**src/rtl/spi_flash_sequencer.sv**
```systemverilog
// spi_flash_sequencer
// Shares one 32-bit SPI word engine between two requesters with round-robin arbitration and
// expands each granted request into flash command frames:
//   read : READ (03 + addr, CS held) then one 32-bit data frame
//   write: WREN (06), PAGE PROGRAM (02 + addr, CS held), data word, then RDSR (05) polling
//          separated by POLL_GAP idle cycles until WIP clears
//
// Ports:
//   clk, rst                   clock; synchronous active-high reset (shared with the engine)
//   rN_req/we/addr/wdata       requester N (N = 0, 1); fields stable while req is high
//   rN_ack                     one-cycle completion pulse to requester N
//   rdata                      last read result, held until the next read completes
//   err                        high in the ack cycle of a write whose polling timed out
//   busy                       high whenever the sequencer is not idle
//   eng_en                     one-cycle frame start pulse to the engine
//   eng_din/eng_len/eng_hold   frame word (left-aligned), byte count - 1, keep CS low after frame;
//                              driven from the eng_en cycle until eng_done
//   eng_dout/eng_done          frame rx bytes (right-aligned) and completion pulse
//
// Build option: define SPI_SEQ_TIMEOUT_EN to bound RDSR polling to POLL_MAX frames per write;
// without it polling is unbounded and err is tied low.

module spi_flash_sequencer #(
  parameter int unsigned POLL_GAP = 8,
  parameter int unsigned POLL_MAX = 50000
) (
  input  logic        clk,
  input  logic        rst,
  input  logic        r0_req,
  input  logic        r0_we,
  input  logic [23:0] r0_addr,
  input  logic [31:0] r0_wdata,
  output logic        r0_ack,
  input  logic        r1_req,
  input  logic        r1_we,
  input  logic [23:0] r1_addr,
  input  logic [31:0] r1_wdata,
  output logic        r1_ack,
  output logic [31:0] rdata,
  output logic        err,
  output logic        busy,
  output logic        eng_en,
  output logic [31:0] eng_din,
  output logic [1:0]  eng_len,
  output logic        eng_hold,
  input  logic [31:0] eng_dout,
  input  logic        eng_done
);

  // Both counters are 16 bits wide; reject configurations that cannot fit.
  if (POLL_GAP < 1 || POLL_GAP > 65535) begin : g_bad_poll_gap
    $error("POLL_GAP must be in 1..65535");
  end
  if (POLL_MAX < 1 || POLL_MAX > 65535) begin : g_bad_poll_max
    $error("POLL_MAX must be in 1..65535");
  end

  typedef enum logic [3:0] {
    StIdle,
    StRdCmd,
    StRdDat,
    StWren,
    StPpCmd,
    StPpDat,
    StGap,
    StPoll,
    StAck
  } state_e;

  localparam logic [15:0] GapLast = 16'(POLL_GAP - 1);

  state_e      state_q, state_d;
  logic        last_q;     // port granted most recently
  logic        gnt_q;      // port currently being served
  logic [23:0] addr_q;
  logic [31:0] wdata_q;
  logic [31:0] rdata_q;
  logic        sent_q;     // eng_en already issued in the current frame state
  logic [15:0] gap_q;

  logic        grant;
  logic        pick;
  logic        pick_we;
  logic        in_frame;
  logic        done_ok;
  logic        poll_last;  // this poll is the final one allowed before timeout

  // Round robin: with both requesting, serve the port not served last.
  assign grant   = (state_q == StIdle) & (r0_req | r1_req);
  assign pick    = (r0_req & r1_req) ? ~last_q : ~r0_req;
  assign pick_we = pick ? r1_we : r0_we;

  // eng_done only counts for a frame this block actually started.
  assign done_ok = eng_done & sent_q;

  always_comb begin
    state_d  = state_q;
    in_frame = 1'b0;
    eng_din  = '0;
    eng_len  = '0;
    eng_hold = 1'b0;
    unique case (state_q)
      StIdle: begin
        if (grant) state_d = pick_we ? StWren : StRdCmd;
      end
      StRdCmd: begin
        in_frame = 1'b1;
        eng_din  = {8'h03, addr_q};
        eng_len  = 2'd3;
        eng_hold = 1'b1;
        if (done_ok) state_d = StRdDat;
      end
      StRdDat: begin
        in_frame = 1'b1;
        eng_len  = 2'd3;
        if (done_ok) state_d = StAck;
      end
      StWren: begin
        in_frame = 1'b1;
        eng_din  = {8'h06, 24'h0};
        if (done_ok) state_d = StPpCmd;
      end
      StPpCmd: begin
        in_frame = 1'b1;
        eng_din  = {8'h02, addr_q};
        eng_len  = 2'd3;
        eng_hold = 1'b1;
        if (done_ok) state_d = StPpDat;
      end
      StPpDat: begin
        in_frame = 1'b1;
        eng_din  = wdata_q;
        eng_len  = 2'd3;
        if (done_ok) state_d = StGap;
      end
      StGap: begin
        if (gap_q == GapLast) state_d = StPoll;
      end
      StPoll: begin
        in_frame = 1'b1;
        eng_din  = {8'h05, 24'h0};
        eng_len  = 2'd1;
        if (done_ok) state_d = (eng_dout[0] && !poll_last) ? StGap : StAck;
      end
      StAck: begin
        state_d = StIdle;
      end
      default: begin
        state_d = StIdle;
      end
    endcase
    eng_en = in_frame & ~sent_q;
  end

  always_ff @(posedge clk) begin
    if (rst) begin
      state_q <= StIdle;
      last_q  <= 1'b1;
      gnt_q   <= 1'b0;
      addr_q  <= '0;
      wdata_q <= '0;
      rdata_q <= '0;
      sent_q  <= 1'b0;
      gap_q   <= '0;
    end else begin
      state_q <= state_d;
      if (grant) begin
        gnt_q   <= pick;
        last_q  <= pick;
        addr_q  <= pick ? r1_addr : r0_addr;
        wdata_q <= pick ? r1_wdata : r0_wdata;
      end
      // Every frame state is left on its eng_done, so a state change re-arms eng_en.
      sent_q <= (state_d != state_q) ? 1'b0 : (sent_q | eng_en);
      gap_q  <= (state_q == StGap) ? gap_q + 16'd1 : 16'd0;
      if (state_q == StRdDat && done_ok) rdata_q <= eng_dout;
    end
  end

`ifdef SPI_SEQ_TIMEOUT_EN
  localparam logic [15:0] PollLast = 16'(POLL_MAX - 1);

  logic [15:0] poll_cnt_q;  // RDSR frames completed for the current write
  logic        err_q;

  assign poll_last = (poll_cnt_q == PollLast);

  always_ff @(posedge clk) begin
    if (rst) begin
      poll_cnt_q <= '0;
      err_q      <= 1'b0;
    end else if (grant) begin
      poll_cnt_q <= '0;
      err_q      <= 1'b0;
    end else if (state_q == StPoll && done_ok) begin
      poll_cnt_q <= poll_cnt_q + 16'd1;
      if (eng_dout[0] && poll_last) err_q <= 1'b1;
    end
  end

  assign err = (state_q == StAck) & err_q;
`else
  assign poll_last = 1'b0;
  assign err       = 1'b0;
`endif

  assign busy   = (state_q != StIdle);
  assign r0_ack = (state_q == StAck) & ~gnt_q;
  assign r1_ack = (state_q == StAck) & gnt_q;
  assign rdata  = rdata_q;

endmodule

```
**config.mk**
```make
export PLATFORM = sky130hd
export DESIGN_NAME = spi_flash_sequencer
export DESIGN_NICKNAME = d
export VERILOG_FILES = /design/src/rtl/spi_flash_sequencer.sv
export SDC_FILE = /design/constraint.sdc
export NUM_CORES = 1
export LEC_CHECK = 0
export CORE_MARGIN = 3
export CORE_UTILIZATION = 46
export DETAILED_ROUTE_END_ITERATION = 10
export HOLD_SLACK_MARGIN = 0.08
export PLACE_DENSITY = 0.87
export SLEW_MARGIN = 10
export SYNTH_ARGS = -nofsm -noshare
export SYNTH_HDL_FRONTEND = slang
export SYNTH_SLANG_ARGS = --single-unit
```
**constraint.sdc**
```tcl
create_clock -name clk -period 3.6 [get_ports clk]
set_input_delay 0.72 -clock clk [delete_from_list [all_inputs] [get_ports clk]]
set_output_delay 0.72 -clock clk [all_outputs]
set_load 0.1 [all_outputs]
```
; Word-level counts from Yosys, hierarchy flattened
; Cells that the tools add are included.
[op_classes]
addsub = 1
n_eq_ne = 10
muxes = 19
bitwise = 13
n_reduce_logical = 8
[op_table]
columns = op, n
row1 = $pmux 32 s5, 1
row2 = $mux 4, 9
row3 = $mux 32, 1
row4 = $pmux 4 s8, 1
row5 = $mux 24, 1
row6 = $add 16x1->16 const B, 1
row7 = $eq 16x3->1 const B, 1
row8 = $eq 4x3->1 const B, 4
row9 = $eq 4x2->1 const B, 2
row10 = $and 1x1->1, 6
row11 = $reduce_or 2->1, 3
row12 = $reduce_or 6->1, 1
row13 = $not 1->1, 5
row14 = $eq 4x1->1 const B, 1
row15 = $eq 4x4->1 const B, 1
row16 = $logic_not 4->1, 1
row17 = $mux 1, 4
row18 = $ne 4x4->1, 1
row19 = $pmux 2 s2, 1
row20 = $reduce_bool 4->1, 1
row21 = $reduce_or 4->1, 1
row22 = $mux 2, 1
row23 = $or 1x1->1, 2
row24 = $logic_and 1x1->1, 1
[word_totals]
register_bits = 111
output_inout_bits = 72
elab_cells = 59

; Longest topological paths before layout
[logic_depth]
ltp_word = 8
ltp_mapped = 7
depth_no_buf = 5

; Worst setup path after synthesis
; OpenSTA, ideal clock, no wires.
[synth_path]
path_kind = flip-flop to output port
from = register state_q[1]
to = output eng_din[24]
arrival_ns = 5.546
t_required_ns = 2.880
setup_slack_ns = -2.666
path_stages_with_launch = 5
n_path_buf = 1
cell_sequence = dfxtp_1 > clkbuf_1 > nand2b_1 > nor2_1 > a2111oi_0
[synth_between]
elab_chain_cells = 2
word_cells_on_any_way = 6
cone_classes = eq/ne (5) / mux (1)
[synth_rtl]
columns = item, line_no
row1 = "start, declared", 72  ; state_e state_q, state_d;
row2 = "start signal, assigned", 157  ; state_q <= StIdle;
row3 = "start signal, assigned", 166  ; state_q <= state_d;
row4 = "$eq 4x3->1, or another cell as far along", 102  ; unique case (state_q)
row5 = $pmux 32 s5 (*), 102
row6 = "end, declared", 43  ; output logic [31:0] eng_din,
; Mark *: on every way between the ends. The rest lies on a longest branch, timed or not.

; Final worst setup path
[layout_path]
from = register state_q[2]
to = output eng_din[23]
; Same word-level chain as after synthesis.

==> flow_summary.yaml <==
routing:
  drt_iter0_markers: 324
  routed_wl_um: 14900
  num_vias: 4928
  drc: 0
  first_pass_iters: 5
  postRouteAntennaNets: 0
  via_per_inst: 5.42
  routedWlPerCell_um: 16.4
setup_path:
  path_max_fanout: 25
  r2r-start: "state_q[1]"
  cp-start-kind: "flip-flop"
  required_ps: 2880
  reg2reg_to: "wdata_q[13]"
  r2r_slack_ps: 1090
  ff2ff_path_depth: 5
  arrival_ps: 2250
  crit_path_end_kind: "primary output"
  crit_type: "reg -> out"
min_path:
  min_path_type: "reg -> reg"
  min_delay_path_depth: 1
  min_from: "gap_q[0]"
  min_to: "gap_q[0]"
timing:
  finalMaxSlewViolations: 0
  setup_violations: 0
  relSlewSlack: 0.281
  fin_crit_sh: 0.825
  tightest_slew_ps: 1080
  finalHoldViolCount: 0
  fmax_mhz: 337
  finalWorstPathRequiredPeriod_ps: 2970
  rsz0062_at_grt: "no"
  fin_ws_ps: 628
  finClkSkew_ps: 10.3
floorplan:
  rows: 37
  dieWidth_um: 111
  dieArea_um2: 12200
  die_h_um: 111
  coreArea_um2: 10500
  start_util: 0.479
  ios: 223
logic_synthesis:
  ys_ff_latch: 111
  synth_top_cell_by_area: "dfxtp_1"
  synth_ff_type: "dfxtp_1"
  syn-num-nets: 732
  synthSimpleGateAreaFrac: 0.180
  synthMostInstantiatedCell: "dfxtp_1"
  ys.warnings.count: 0
  yosys-top-cells-area: "dfxtp_1, mux2i_1, a211oi_1"
  synth_cells: 580
  synth.distinct_cells: 42
  synth_top_family_by_area: "compound AO/OA/AOI/OAI gates"
  ys_async_sr_fraction: 0
  synth-edff-count: 0
  synthTopCellsByCount: "dfxtp_1, nor2_1, nand2_1"
  synth.avg_cell_area_um2: 8.69
  synthXorXnorAreaFrac: 0.0209
  synth_area_um2: 5040
  synth.mux.area_fraction: 0.111
  synth_fa_ha_area_frac: 0.00248
  seq_area_frac_synth: 0.441
  yosysTopAreaCellShare: 0.441
  synth-compound-area-share: 0.194
clock_tree:
  clock-sinks: 111
  cts_hold_buf: 0
  cts-root-buf: "clkbuf_8"
  cts_max_level: 3
  cts_setup_buffers: 0
  worstSkewPairLatency_ps: 360
  cts_tree: "built"
  clkTransAtPathRegs_ps: 90
  clockBufferDepth: 2
  cts_resized: 0
  numCtsBuffers: 9
placement:
  place_hpwl_um: 11200
  port_buffers: 221
  gp_congestion: 0.841
  preCtsSetupSlack_ps: 719
flow_run:
  cap_viol_max_count: 0
grt:
  antenna_found_initial: 0
  grt_pass1_wl_um: 24300
  use_met2: 0.450
  grt-ovfl-total: 0
  grt_use_met3: 0.0480
  track_usage: 0.237
  grt-busiest-layer: "met2"
  grt_pass1_vias: 4944
  grt_max_degree: 64
  grt_util_met1: 0.271
final_layout:
  n_fill_cell: 742
  final_layout_size_suffix_gt1_frac: 0.0956
  antennaDiodeCount: 0
  nNetsFinal: 922
  fin_util: 0.741
  area_growth_pct: 54.5
pwr:
  ir_drop_uv: 325
  power_density_nw_per_um2: 421
  p_leak_nw: 2.96
outcome:
  outcome: "completed"
## worst max-delay path, stage by stage (launching register included)
cell	delay (ps)
dfxtp_1	710
xnor2_1	230
nor3_4	140
buf_4	330
a22o_1	270
buf_12	190
## final cells by class
cell class | count | area (µm²) | area share
well taps | 136 | 170 | 0.0219
repair buffers | 229 | 2570 | 0.330
inverters | 6 | 22.5 | 0.00289
flip-flops and latches | 111 | 2220 | 0.285
clock buffers | 11 | 131 | 0.0169
multi-input cells | 413 | 2620 | 0.337
clock inverters | 4 | 47.5 | 0.00611
## per-layer routing
layer,up-vias,wire length (µm)
met5,-,0
met4,0,195
met3,14,701
met2,161,8080
met1,2324,5930
li1,2429,-
## flip-flops by register name, indices dropped and copies added, names as in the netlist
signal / cells
sent_q: 1
gap_q: 16
wdata_q: 32
addr_q: 24
state_q: 4
rdata: 32
gnt_q: 1
last_q: 1
## worst max-delay path by stage
stage | start | end | slack, ps | depth (start not counted)
2_1_floorplan | state_q[2] | eng_len[0] | -70 | 3
3_3_place_gp | eng_done | rdata[12] | 830 | 5
3_5_place_dp | eng_done | rdata[23] | 720 | 5
4_1_cts | state_q[2] | eng_din[23] | 610 | 5
5_1_grt | state_q[2] | eng_din[22] | 470 | 5
6_report | state_q[2] | eng_din[23] | 630 | 5
## metrics by stage
step / total power, mW / setup TNS, ps / cells / hold slack (ps) / cell area (µm²)
after CTS: 3.30 / 0 / 910 / 456 / 7780
final: 3.28 / 0 / 910 / 452 / 7780
after detailed placement: 2.60 / 0 / 895 / 444 / 7600
after global routing: 3.43 / 0 / 910 / 479 / 7780
after global placement: 2.57 / 0 / 895 / 425 / 7600
after floorplan: 2.18 / -136 / 580 / 413 / 5050
## logic make-up (layout without fill, tap and decap cells)
logic type               after synthesis  after routing
AND/OR/NAND/NOR                      202            202
adder cells (fa/ha/maj)                1              1
AO/OA/AOI/OAI                        141            141
other                                  1              1
flip-flops                           111            111
buffers and inverters                 56            250
XOR/XNOR                              12             12
multiplexers                          56             56
## power breakdown
group          total [mW]  internal, mW  switching, mW
clock               0.708         0.317          0.392
sequential           1.43          1.35         0.0821
combinational        1.14         0.448          0.691
## cells in the final DEF, fill, tap and decap left out, drive strengths merged, types with 2 or more instances in the layout
master	synthesis	final
clkbuf	25	11
clkdlybuf4s50	0	181
and2	7	7
or3	5	5
a21oi	40	40
nor2	77	77
o21bai	2	2
buf	25	48
xor2	9	9
a22o	24	24
nor2b	4	4
and3	2	2
dfxtp	111	111
clkinv	0	2
o21ai	9	9
inv	6	6
nand4	5	5
mux2i	56	56
xnor2	3	3
nand3	6	6
and4	2	2
nand2	71	71
a211oi	57	57
nor3	9	9
o211ai	2	2
or4	3	3
or2	3	3
nor4	5	5
No activity file was read; power rests on OpenSTA's default activity.
